### config.mk
export PLATFORM = sky130hd
export DESIGN_NAME = alu_arbiter
export DESIGN_NICKNAME = d
export VERILOG_FILES = /design/src/rtl/alu_arbiter_pkg.sv /design/src/rtl/alu_arbiter_rr_arbiter2.sv /design/src/rtl/alu_arbiter.sv
export SDC_FILE = /design/constraint.sdc
export NUM_CORES = 1
export LEC_CHECK = 0
export CAP_MARGIN = 20
export CELL_PAD_IN_SITES_DETAIL_PLACEMENT = 0
export CELL_PAD_IN_SITES_GLOBAL_PLACEMENT = 1
export CORE_MARGIN = 8
export CORE_UTILIZATION = 20
export DETAILED_ROUTE_END_ITERATION = 10
export PLACE_DENSITY_LB_ADDON = 0.2
export SLEW_MARGIN = 40
export SYNTH_ARGS = -nofsm -noshare
export SYNTH_HDL_FRONTEND = slang
export SYNTH_SLANG_ARGS = --single-unit
### constraint.sdc
create_clock -name clk -period 4 [get_ports clk]
set_clock_uncertainty 0.15 [all_clocks]
set_input_delay 1 -clock clk [delete_from_list [all_inputs] [get_ports clk]]
set_output_delay 1 -clock clk [all_outputs]
set_load 0.01 [all_outputs]
### src/rtl/alu_arbiter_pkg.sv
// Shared definitions for the two-requester ALU arbiter and the external ALU decoder:
// FSM state encoding, ALU operation codes and grant constants.
package alu_arbiter_pkg;

  typedef enum logic {
    ST_IDLE = 1'b0,
    ST_RESP = 1'b1
  } arb_state_e;

  // ALU operation codes; the arbiter never decodes them, only the ALU does.
  localparam logic [3:0] ALU_ADD  = 4'h0;
  localparam logic [3:0] ALU_SUB  = 4'h1;
  localparam logic [3:0] ALU_AND  = 4'h2;
  localparam logic [3:0] ALU_OR   = 4'h3;
  localparam logic [3:0] ALU_XOR  = 4'h4;
  localparam logic [3:0] ALU_SLL  = 4'h5;
  localparam logic [3:0] ALU_SRL  = 4'h6;
  localparam logic [3:0] ALU_SRA  = 4'h7;
  localparam logic [3:0] ALU_SLT  = 4'h8;
  localparam logic [3:0] ALU_SLTU = 4'h9;

  localparam logic [1:0] GRANT_NONE = 2'b00;

endpackage

### src/rtl/alu_arbiter_rr_arbiter2.sv
// Two-way round-robin grant selection: one-hot grant from the valids, the
// round-robin pointer and a grant-possible enable.
module rr_arbiter2
  import alu_arbiter_pkg::*;
(
  input  logic [1:0] valid_i,
  input  logic       ptr_i,
  input  logic       en_i,
  output logic [1:0] grant_o
);

  // A lone requester wins outright; the pointer only breaks ties.
  always_comb begin
    grant_o = GRANT_NONE;
    if (en_i) begin
      if (&valid_i) begin
        grant_o = ptr_i ? 2'b10 : 2'b01;
      end else begin
        grant_o = valid_i;
      end
    end
  end

endmodule

### src/rtl/alu_arbiter.sv
// Shares one external combinational ALU between two requesters with round-robin
// arbitration and a single registered response slot tagged with its owner.
module alu_arbiter
  import alu_arbiter_pkg::*;
#(
  parameter int WIDTH = 32
) (
  input  logic             clk,
  input  logic             rst_n,
  input  logic             flush,
  input  logic             req0_valid,
  output logic             req0_ready,
  input  logic [3:0]       req0_ctrl,
  input  logic [WIDTH-1:0] req0_src1,
  input  logic [WIDTH-1:0] req0_src2,
  input  logic             req1_valid,
  output logic             req1_ready,
  input  logic [3:0]       req1_ctrl,
  input  logic [WIDTH-1:0] req1_src1,
  input  logic [WIDTH-1:0] req1_src2,
  output logic             resp0_valid,
  input  logic             resp0_ready,
  output logic             resp1_valid,
  input  logic             resp1_ready,
  output logic [WIDTH-1:0] resp_result,
  output logic [2:0]       resp_flags,
  output logic [3:0]       alu_ctrl,
  output logic [WIDTH-1:0] alu_in1,
  output logic [WIDTH-1:0] alu_in2,
  input  logic [WIDTH-1:0] alu_result,
  input  logic             alu_carry,
  input  logic             alu_zero,
  input  logic             alu_overflow
);

  arb_state_e       state_q, state_d;
  logic             ptr_q, ptr_d;
  logic             owner_q, owner_d;
  logic [WIDTH-1:0] result_q, result_d;
  logic [2:0]       flags_q, flags_d;

  logic       handshake;
  logic       grant_en;
  logic [1:0] grant;

  assign resp0_valid = (state_q == ST_RESP) && !owner_q;
  assign resp1_valid = (state_q == ST_RESP) &&  owner_q;
  assign resp_result = result_q;
  assign resp_flags  = flags_q;

  assign handshake = (resp0_valid && resp0_ready) || (resp1_valid && resp1_ready);

  // rst_n gates the enable so no ready can rise while reset is held.
  assign grant_en = rst_n && !flush && ((state_q == ST_IDLE) || handshake);

  rr_arbiter2 u_rr_arbiter2 (
    .valid_i ({req1_valid, req0_valid}),
    .ptr_i   (ptr_q),
    .en_i    (grant_en),
    .grant_o (grant)
  );

  assign req0_ready = grant[0];
  assign req1_ready = grant[1];

  always_comb begin
    alu_ctrl = '0;
    alu_in1  = '0;
    alu_in2  = '0;
    if (grant[0]) begin
      alu_ctrl = req0_ctrl;
      alu_in1  = req0_src1;
      alu_in2  = req0_src2;
    end else if (grant[1]) begin
      alu_ctrl = req1_ctrl;
      alu_in1  = req1_src1;
      alu_in2  = req1_src2;
    end
  end

  // Flush outranks everything, including a response consumed in the same cycle.
  always_comb begin
    state_d  = state_q;
    ptr_d    = ptr_q;
    owner_d  = owner_q;
    result_d = result_q;
    flags_d  = flags_q;
    if (flush) begin
      state_d = ST_IDLE;
    end else if (grant != GRANT_NONE) begin
      state_d  = ST_RESP;
      owner_d  = grant[1];
      ptr_d    = ~grant[1];
      result_d = alu_result;
      flags_d  = {alu_carry, alu_zero, alu_overflow};
    end else if (handshake) begin
      state_d = ST_IDLE;
    end
  end

  always_ff @(posedge clk or negedge rst_n) begin
    if (!rst_n) begin
      state_q  <= ST_IDLE;
      ptr_q    <= 1'b0;
      owner_q  <= 1'b0;
      result_q <= '0;
      flags_q  <= '0;
    end else begin
      state_q  <= state_d;
      ptr_q    <= ptr_d;
      owner_q  <= owner_d;
      result_q <= result_d;
      flags_q  <= flags_d;
    end
  end

endmodule

======== After elaboration in Yosys (flattened, before gate mapping) ========
Index checks and enable logic that the tools add are counted.
word-level totals
  output and inout bits ................... 107
  register bits after elaboration ......... 38
  bits of input ports ..................... 178
cells by class
  reductions and logical operators ........ 14
  bitwise logic cells ..................... 3
  muxes and demuxes ....................... 12
operator list
  operator           number
  $mux 32            4
  $mux 4             2
  $logic_and 1x1->1  6
  $mux 2             3
  $reduce_and 2->1   2
  $mux 1             3
  $not 1->1          3
  $reduce_bool 3->1  1
  $logic_not 1->1    2
  $logic_or 1x1->1   2
  $reduce_bool 2->1  1

======== Depth between registers and ports, before layout ========
Gate-level depths: netlist (run 1).
  word-level depth ........................ 10
  gate-level depth with buffers ........... 6
  gate-level depth less buffers ........... 3

======== By module ========
A second synthesis (run 1) with hierarchy kept.
unflattened totals
  cells, all modules ...................... 179
  area, all modules ....................... 2,277.2 um^2
modules (own cells, without submodules)
  module       cells each  sequential area each (um^2)  area an instance (um^2)  times used
  alu_arbiter  174         950.9                        2,255.9                  1
  rr_arbiter2  5           0.0                          21.3                     1

======== Worst setup path before layout (run 1) ========
No wires, ideal clock.
  path type ............................... in2out
  from .................................... input port req1_valid
  to ...................................... output port alu_in2[22]
  required time ........................... 2.850 ns
  stages on the path ...................... 5
  arrival time ............................ 2.030 ns
  slack ................................... 0.820 ns
  cells stage by stage .................... clkbuf_1 > a21boi_1 > clkbuf_1 > a32oi_1 > nor2_1
on the way
  cells in the longest elaborated chain, start to end .. 5
RTL lines
  what              RTL line                       source
  from (decl)       alu_arbiter.sv:16              input logic req1_valid,
  $reduce_and 2->1  alu_arbiter_rr_arbiter2.sv:16  if (&valid_i) begin
  $mux 2 *          alu_arbiter_rr_arbiter2.sv:16
  $mux 2 *          alu_arbiter_rr_arbiter2.sv:15  if (en_i) begin
  $mux 32           alu_arbiter.sv:74              end else if (grant[1]) begin
  $mux 32 *         alu_arbiter.sv:70              if (grant[0]) begin
  to (decl)         alu_arbiter.sv:29              output logic [WIDTH-1:0] alu_in2,
Mark *: on every way between the ends. The rest lies on a longest branch, timed or not.

======== Worst setup path after layout (run 1) ========
  from .................................... input port resp0_ready
  to ...................................... output port alu_in2[0]
on the way
  cells in the longest elaborated chain, start to end .. 7
RTL lines
  what                 RTL line                       source
  from (decl)          alu_arbiter.sv:22              input logic resp0_ready,
  $logic_and 1x1->1 *  alu_arbiter.sv:51              assign handshake = (resp0_valid && resp0_ready) || (resp1_valid && resp1_ready);
  $logic_or 1x1->1 *   alu_arbiter.sv:51
  $logic_or 1x1->1 *   alu_arbiter.sv:54              assign grant_en = rst_n && !flush && ((state_q == ST_IDLE) || handshake);
  $logic_and 1x1->1 *  alu_arbiter.sv:54
  $mux 2 *             alu_arbiter_rr_arbiter2.sv:15
  $mux 32              alu_arbiter.sv:74
  $mux 32 *            alu_arbiter.sv:70
Marked as above.

==> flow_summary_export.csv, run 1 <==
group,metric,value,unit
outcome,status,"complete, no violations",
global_routing,antenna_found_initial,1,
cells_and_area,syn2layout_area_growth,128,%
clock_tree,clock_path_buffers,2,
timing,hold_viol,0,
yosys,ys_seq_area_frac,0.361,
yosys,synth-xor-area-share,0,
yosys,synthAdderAreaFrac,0,
placement,portBuffers,284,
yosys,syn_area_per_cell,9.97,um^2
job,cap_viol_max_count,0,
yosys,synth_area,2630,um^2
cells_and_area,drive_gt1_frac,0.123,
clock_tree,path_clk_slew,0.05,ns
yosys,synth_top_area_frac,0.361,
placement,dp_cells,706,
timing,drv_slew,0,
setup_path,rr_startpoint,"owner_q",
pwr,power_density,292,nW/um^2
cells_and_area,n_fill_cell,1291,
pwr,p_total,0.00175,W
pwr,p_leak,2.64,nW
setup_path,cp-end-kind,"output pin",
setup_path,critPathMaxFanout,36,
setup_path,crit_type,"in2out",
timing,finalCritPeriodShare,0.977,
timing,rsz0062_at_grt,"no",
routing,first_iter_violations,165,
pwr,p_sw_frac,0.290,
floorplanning,die-area,17100,um^2
pwr,seqPwrFrac,0.293,
clock_tree,htreeDepth,2,
floorplanning,start_util,0.202,
yosys,synth_cells,264,
pwr,switching_power,0.000506,W
clock_tree,ctsHoldBuffers,0,
yosys,yosys.area_share.simple,0.117,
yosys,synth_top_family_by_area,"compound AO/OA/AOI/OAI gates",
setup_path,cp.required,2.85,ns
routing,drc,0,
pwr,p_clk_frac,0.224,
setup_path,cp-startpoint,"resp0_ready",
floorplanning,coreArea,13000,um^2
pwr,ir_worst_vdd,0.208,mV
yosys,synthMuxAreaShare,0.198,
worst_hold_path,hold_start,"resp_result[19]",
setup_path,critPathLaunchType,"primary input",
pwr,p_int,0.00124,W
routing,wl_per_cell,20.4,um
routing,firstDrtPassIters,5,
global_routing,grt_pass1_wl,21.0,mm
clock_tree,clockRootBuffer,"clkbuf_16",
cells_and_area,final_nets,715,
floorplanning,io_pins,285,
yosys,ys_seq_elements,38,
worst_hold_path,worst_hold_path_type,"reg2reg",
global_routing,grt_max_degree,74,
floorplanning,rows,42,
clock_tree,postCtsSetupBuffers,0,
global_routing,overflow,0,
placement,hpwl,11.7,mm
pwr,p_comb_frac,0.483,
clock_tree,cts_made_buffers,5,
yosys,synth_compound_area_frac,0.251,
placement,globalplace.congestion,0.806,
yosys,syn-num-nets,442,
yosys,yosysTopAreaCell,"dfrtp_1",
routing,antenna_left,0,
timing,fin_crit,3.91,ns
yosys,yosys_warnings,0,
floorplanning,die_h,131,um
routing,via_per_inst,4.68,
timing,slew_headroom,0.677,
timing,tightest_slew,0.484,ns
yosys,synthTopCellsByArea,"dfrtp_1, a32oi_1, mux2_4",
global_routing,grt_util_all_layers,0.159,
timing,fmax,0.256,GHz
setup_path,cp.arrival,2.76,ns
timing,setup_viol,0,
clock_tree,cts.sinks,38,
cells_and_area,final_cell_count_no_fill,715,
routing,vias,3347,
global_routing,grt_pass1_vias,3610,
clock_tree,cts_tree,"built",
yosys,yosysUniqueCellTypes,23,
floorplanning,dieWidth,131,um
clock_tree,clk_latency,0.27,ns
routing,wl,14.6,mm
power groups by stage:
stage,logic [W],registers (W),clock network (W)
after floorplan,0.000305,0.000549,0
after detailed placement,0.000855,0.000519,0
after global placement,0.000852,0.000515,0
final,0.000845,0.000512,0.000391
after global routing,0.000903,0.000523,0.000420
after CTS,0.000860,0.000513,0.000406
flip-flops by register name, indices dropped and copies added (netlist names):
name	count
resp_flags	3
resp_result	32
ptr_q	1
owner_q	1
state_q	1
stage by stage:
step | TNS (ns) | worst slack, ns | util | hold slack (ns) | instance area, um^2
CTS | 0 | 0.00161 | 0.455 | 0.358 | 5930
floorplan | 0 | 0.820 | - | 0.346 | 2630
finish | 0 | 0.0914 | 0.460 | 0.354 | 5990
global route | 0 | 0.0182 | 0.460 | 0.370 | 5990
global placement | -0.0154 | -0.0154 | 0.444 | 0.339 | 5780
detailed placement | -0.0235 | -0.0235 | 0.444 | 0.342 | 5780
metal layers:
| layer | wire (um) | part of all wire | global-route usage | vias to the layer above |
|---|---|---|---|---|
| met2 | 7360 | 0.50 | 0.283 | 177 |
| met5 | 0 | 0 | 0 | - |
| met1 | 5150 | 0.35 | 0.164 | 1592 |
| met3 | 1890 | 0.13 | 0.0783 | 12 |
| li1 | - | - | - | 1566 |
| met4 | 185 | 0.013 | 0.0392 | 0 |
synth_stat cells, drive strengths merged:
cell,count
inv,1
a21boi,1
a31oi,2
and3,1
buf,7
clkbuf,27
o21ai,2
and2,1
nor2b,1
a21oi,1
mux2,36
dfrtp,38
a32oi,68
nor2,70
o211a,1
o22a,1
o221a,1
nand2b,3
nand2,2
final timing paths:
kind | slack, ns | end | cells past startpoint
hold / removal | 0.35 | resp_result[19] | 1
setup reg to reg | 2.15 | resp_result[29] | 4
max in group asynchronous | 2.70 | resp_result[11] | 2
hold reg to reg | 0.35 | resp_result[19] | 1
setup / recovery | 0.09 | alu_in2[0] | 6
min in group asynchronous | 0.66 | resp_result[2] | 2
placed cells by master (no fill, tap or decap), drive strengths merged:
master           n
o221a            1
clkdlybuf4s50  255
a31oi            2
clkbuf           6
a32oi           68
nor2            70
a21oi            1
mux2            36
o21ai            2
nand2            2
clkinv           1
dlymetal6s2s    24
o211a            1
dlygate4sd2      3
dfrtp           38
and2             1
clkinvlp         1
nand2b           3
buf             18
o22a             1
and3             1
inv              1
diode            1
nor2b            1
a21boi           1
cell type report:
| class | count | area [um^2] | area share |
|---|---|---|---|
| repair buffers | 300 | 3150 | 0.525 |
| multi-input cells | 191 | 1520 | 0.253 |
| flip-flops and latches | 38 | 951 | 0.159 |
| well taps | 176 | 220 | 0.0368 |
| clock buffers | 6 | 139 | 0.0232 |
| clock inverters | 2 | 12.5 | 0.00209 |
| inverters | 1 | 3.75 | 0.000627 |
| diodes | 1 | 2.50 | 0.000418 |
critical path: stages:
cell	delay [ns]
clkdlybuf4s50_1	0.42
mux2_4	0.31
o21ai_4	0.20
buf_12	0.22
nor2_1	0.07
clkdlybuf4s50_1	0.54
cell families after synthesis:
group | Yosys count
buffers and inverters | 35
AOI/OAI and AO/OA | 77
muxes | 36
and+or+nand+nor | 78
DFF | 38
timing repair:
action                     in CTS  in global routing
pin swaps                       0                  0
hold endpoints to repair        0                  0
setup endpoints to repair       3                 58
gates resized for setup         3                 24
(Power assumes the default switching activity.)
==> run 2, diff against run 1 <==
--- a/config.mk
+++ b/config.mk
@@ -10,6 +10,7 @@
 export CELL_PAD_IN_SITES_GLOBAL_PLACEMENT = 1
 export CORE_MARGIN = 8
 export CORE_UTILIZATION = 20
+export CTS_CLUSTER_SIZE = 28
 export DETAILED_ROUTE_END_ITERATION = 10
 export PLACE_DENSITY_LB_ADDON = 0.2
 export SLEW_MARGIN = 40
==> constraint.sdc (replaced) <==
create_clock -name clk -period 4 [get_ports clk]
set_clock_uncertainty 0.15 [all_clocks]
set_input_delay 1 -clock clk [delete_from_list [all_inputs] [get_ports clk]]
set_output_delay 1 -clock clk [all_outputs]
set_load 0.02 [all_outputs]
==> flow_summary_export.csv, run 2 (same netlist as run 1, synthesis figures left out) <==
group,metric,value,unit
floorplanning,die_h,131,um
timing,fin_crit,3.91,ns
clock_tree,clk_latency,0.27,ns
routing,vias,3331,
floorplanning,die-area,17100,um^2
outcome,status,"complete, no violations",
global_routing,grt_pass1_wl,21.1,mm
clock_tree,cts.sinks,38,
floorplanning,rows,42,
timing,slew_headroom,0.582,
cells_and_area,largest_reg_flops,32,
routing,wl_per_cell,20.3,um
placement,hpwl,11.6,mm
floorplanning,dieWidth,131,um
placement,place_area,5690,um^2
setup_path,critPathMaxFanout,40,
timing,hold_viol,0,
global_routing,grt_max_degree,74,
routing,wl,14.5,mm
cells_and_area,layout_commonest_cell,"clkdlybuf4s50_1",
timing,rsz0062_at_grt,"no",
setup_path,reg2reg_to,"resp_result[8]",
clock_tree,clockRootBuffer,"clkbuf_16",
routing,firstDrtPassIters,4,
floorplanning,start_util,0.202,
pwr,p_leak,2.92,nW
pwr,ir_worst_vdd,0.152,mV
floorplanning,io_pins,285,
cells_and_area,final_nets,714,
timing,tns,0,ns
setup_path,r2r_slack,1.87,ns
timing,tightest_slew,0.627,ns
clock_tree,postCtsSetupBuffers,0,
job,cap_viol_max_count,0,
clock_tree,clock_path_buffers,2,
setup_path,cp-startpoint,"resp0_ready",
setup_path,critPathLaunchType,"primary input",
setup_path,cp.arrival,2.76,ns
routing,antenna_left,0,
clock_tree,htreeDepth,2,
setup_path,crit_type,"in2out",
pwr,power_density,324,nW/um^2
global_routing,overflow,0,
floorplanning,coreArea,13000,um^2
timing,finalCritPeriodShare,0.978,
global_routing,antenna_found_initial,1,
routing,drc,0,
timing,drv_slew,0,
placement,globalplace.congestion,0.796,
setup_path,rr_startpoint,"owner_q",
routing,via_per_inst,4.67,
timing,fmax,0.256,GHz
clock_tree,ctsHoldBuffers,0,
clock_tree,path_clk_slew,0.05,ns
timing,holdWs,0.352,ns
cells_and_area,drive_gt1_frac,0.136,
setup_path,rr_worst_depth,5,
clock_tree,cts_made_buffers,5,
cells_and_area,design_area,5940,um^2
placement,portBuffers,284,
timing,setup_viol,0,
cells_and_area,syn2layout_area_growth,126,%
global_routing,grt_pass1_vias,3543,
global_routing,grt_util_all_layers,0.161,
setup_path,cp-end-kind,"output pin",
cells_and_area,layout_common_cells,"clkdlybuf4s50_1, nor2_1, a32oi_1",
clock_tree,cts_tree,"built",
routing,first_iter_violations,127,
worst_hold_path,worst_hold_path_type,"reg2reg",
setup_path,cp.required,2.85,ns
setup_path,worstSetupEndpoint,"req1_ready",
[run 2: area by class of cell]
class,count,area [um^2]
Antenna cell,1,2.50
Clock buffer,5,125
Clock inverter,3,68.8
Fill cell,1273,7090
Inverter,1,3.75
Multi-Input combinational cell,191,1520
Sequential cell,38,951
Tap cell,176,220
Timing Repair Buffer,299,3050
[run 2: timing repair]
action	4_1_cts	5_1_grt
setup endpoints to repair	29	34
cloned	0	0
gates resized for setup	29	34
[run 2: metrics by stage]
step                      instances  total power [W]  utilization  setup WS, ns
final                           714          0.00192        0.456        0.0893
after global routing            714          0.00202        0.456      0.000199
after CTS                       713          0.00195        0.449       0.00105
after detailed placement        705          0.00144        0.437       -0.0129
after global placement          705          0.00143        0.437       -0.0476
after floorplan                 264         0.000940            -         0.698
[run 2: critical path, stage by stage]
cell and delay, ns:
clkdlybuf4s50_1 0.42, mux2_4 0.30, o21ai_4 0.18, buf_12 0.23
nor2_1 0.07, clkdlybuf4s50_1 0.56
[run 2: power by group]
group	internal, W	total [W]	switching (W)
Sequential	0.000465	0.000512	0.0000474
Clock	0.000358	0.000510	0.000152
Combinational	0.000505	0.000899	0.000394
[run 2: how the worst min path moves through the flow]
stage,from,to,cells past startpoint
2_1_floorplan,ptr_q,ptr_q,1
3_3_place_gp,resp_result[7],resp_result[7],1
3_5_place_dp,resp_result[23],resp_result[23],1
4_1_cts,resp_result[7],resp_result[7],1
5_1_grt,resp_result[15],resp_result[15],1
6_report,resp_result[7],resp_result[7],1
[run 2: layer usage]
| metal | track usage | part of all wire | up-vias |
|---|---|---|---|
| li1 | - | - | 1563 |
| met1 | 0.166 | 0.35 | 1583 |
| met2 | 0.287 | 0.51 | 171 |
| met3 | 0.0775 | 0.12 | 14 |
| met4 | 0.0392 | 0.016 | 0 |
| met5 | 0 | 0 | - |
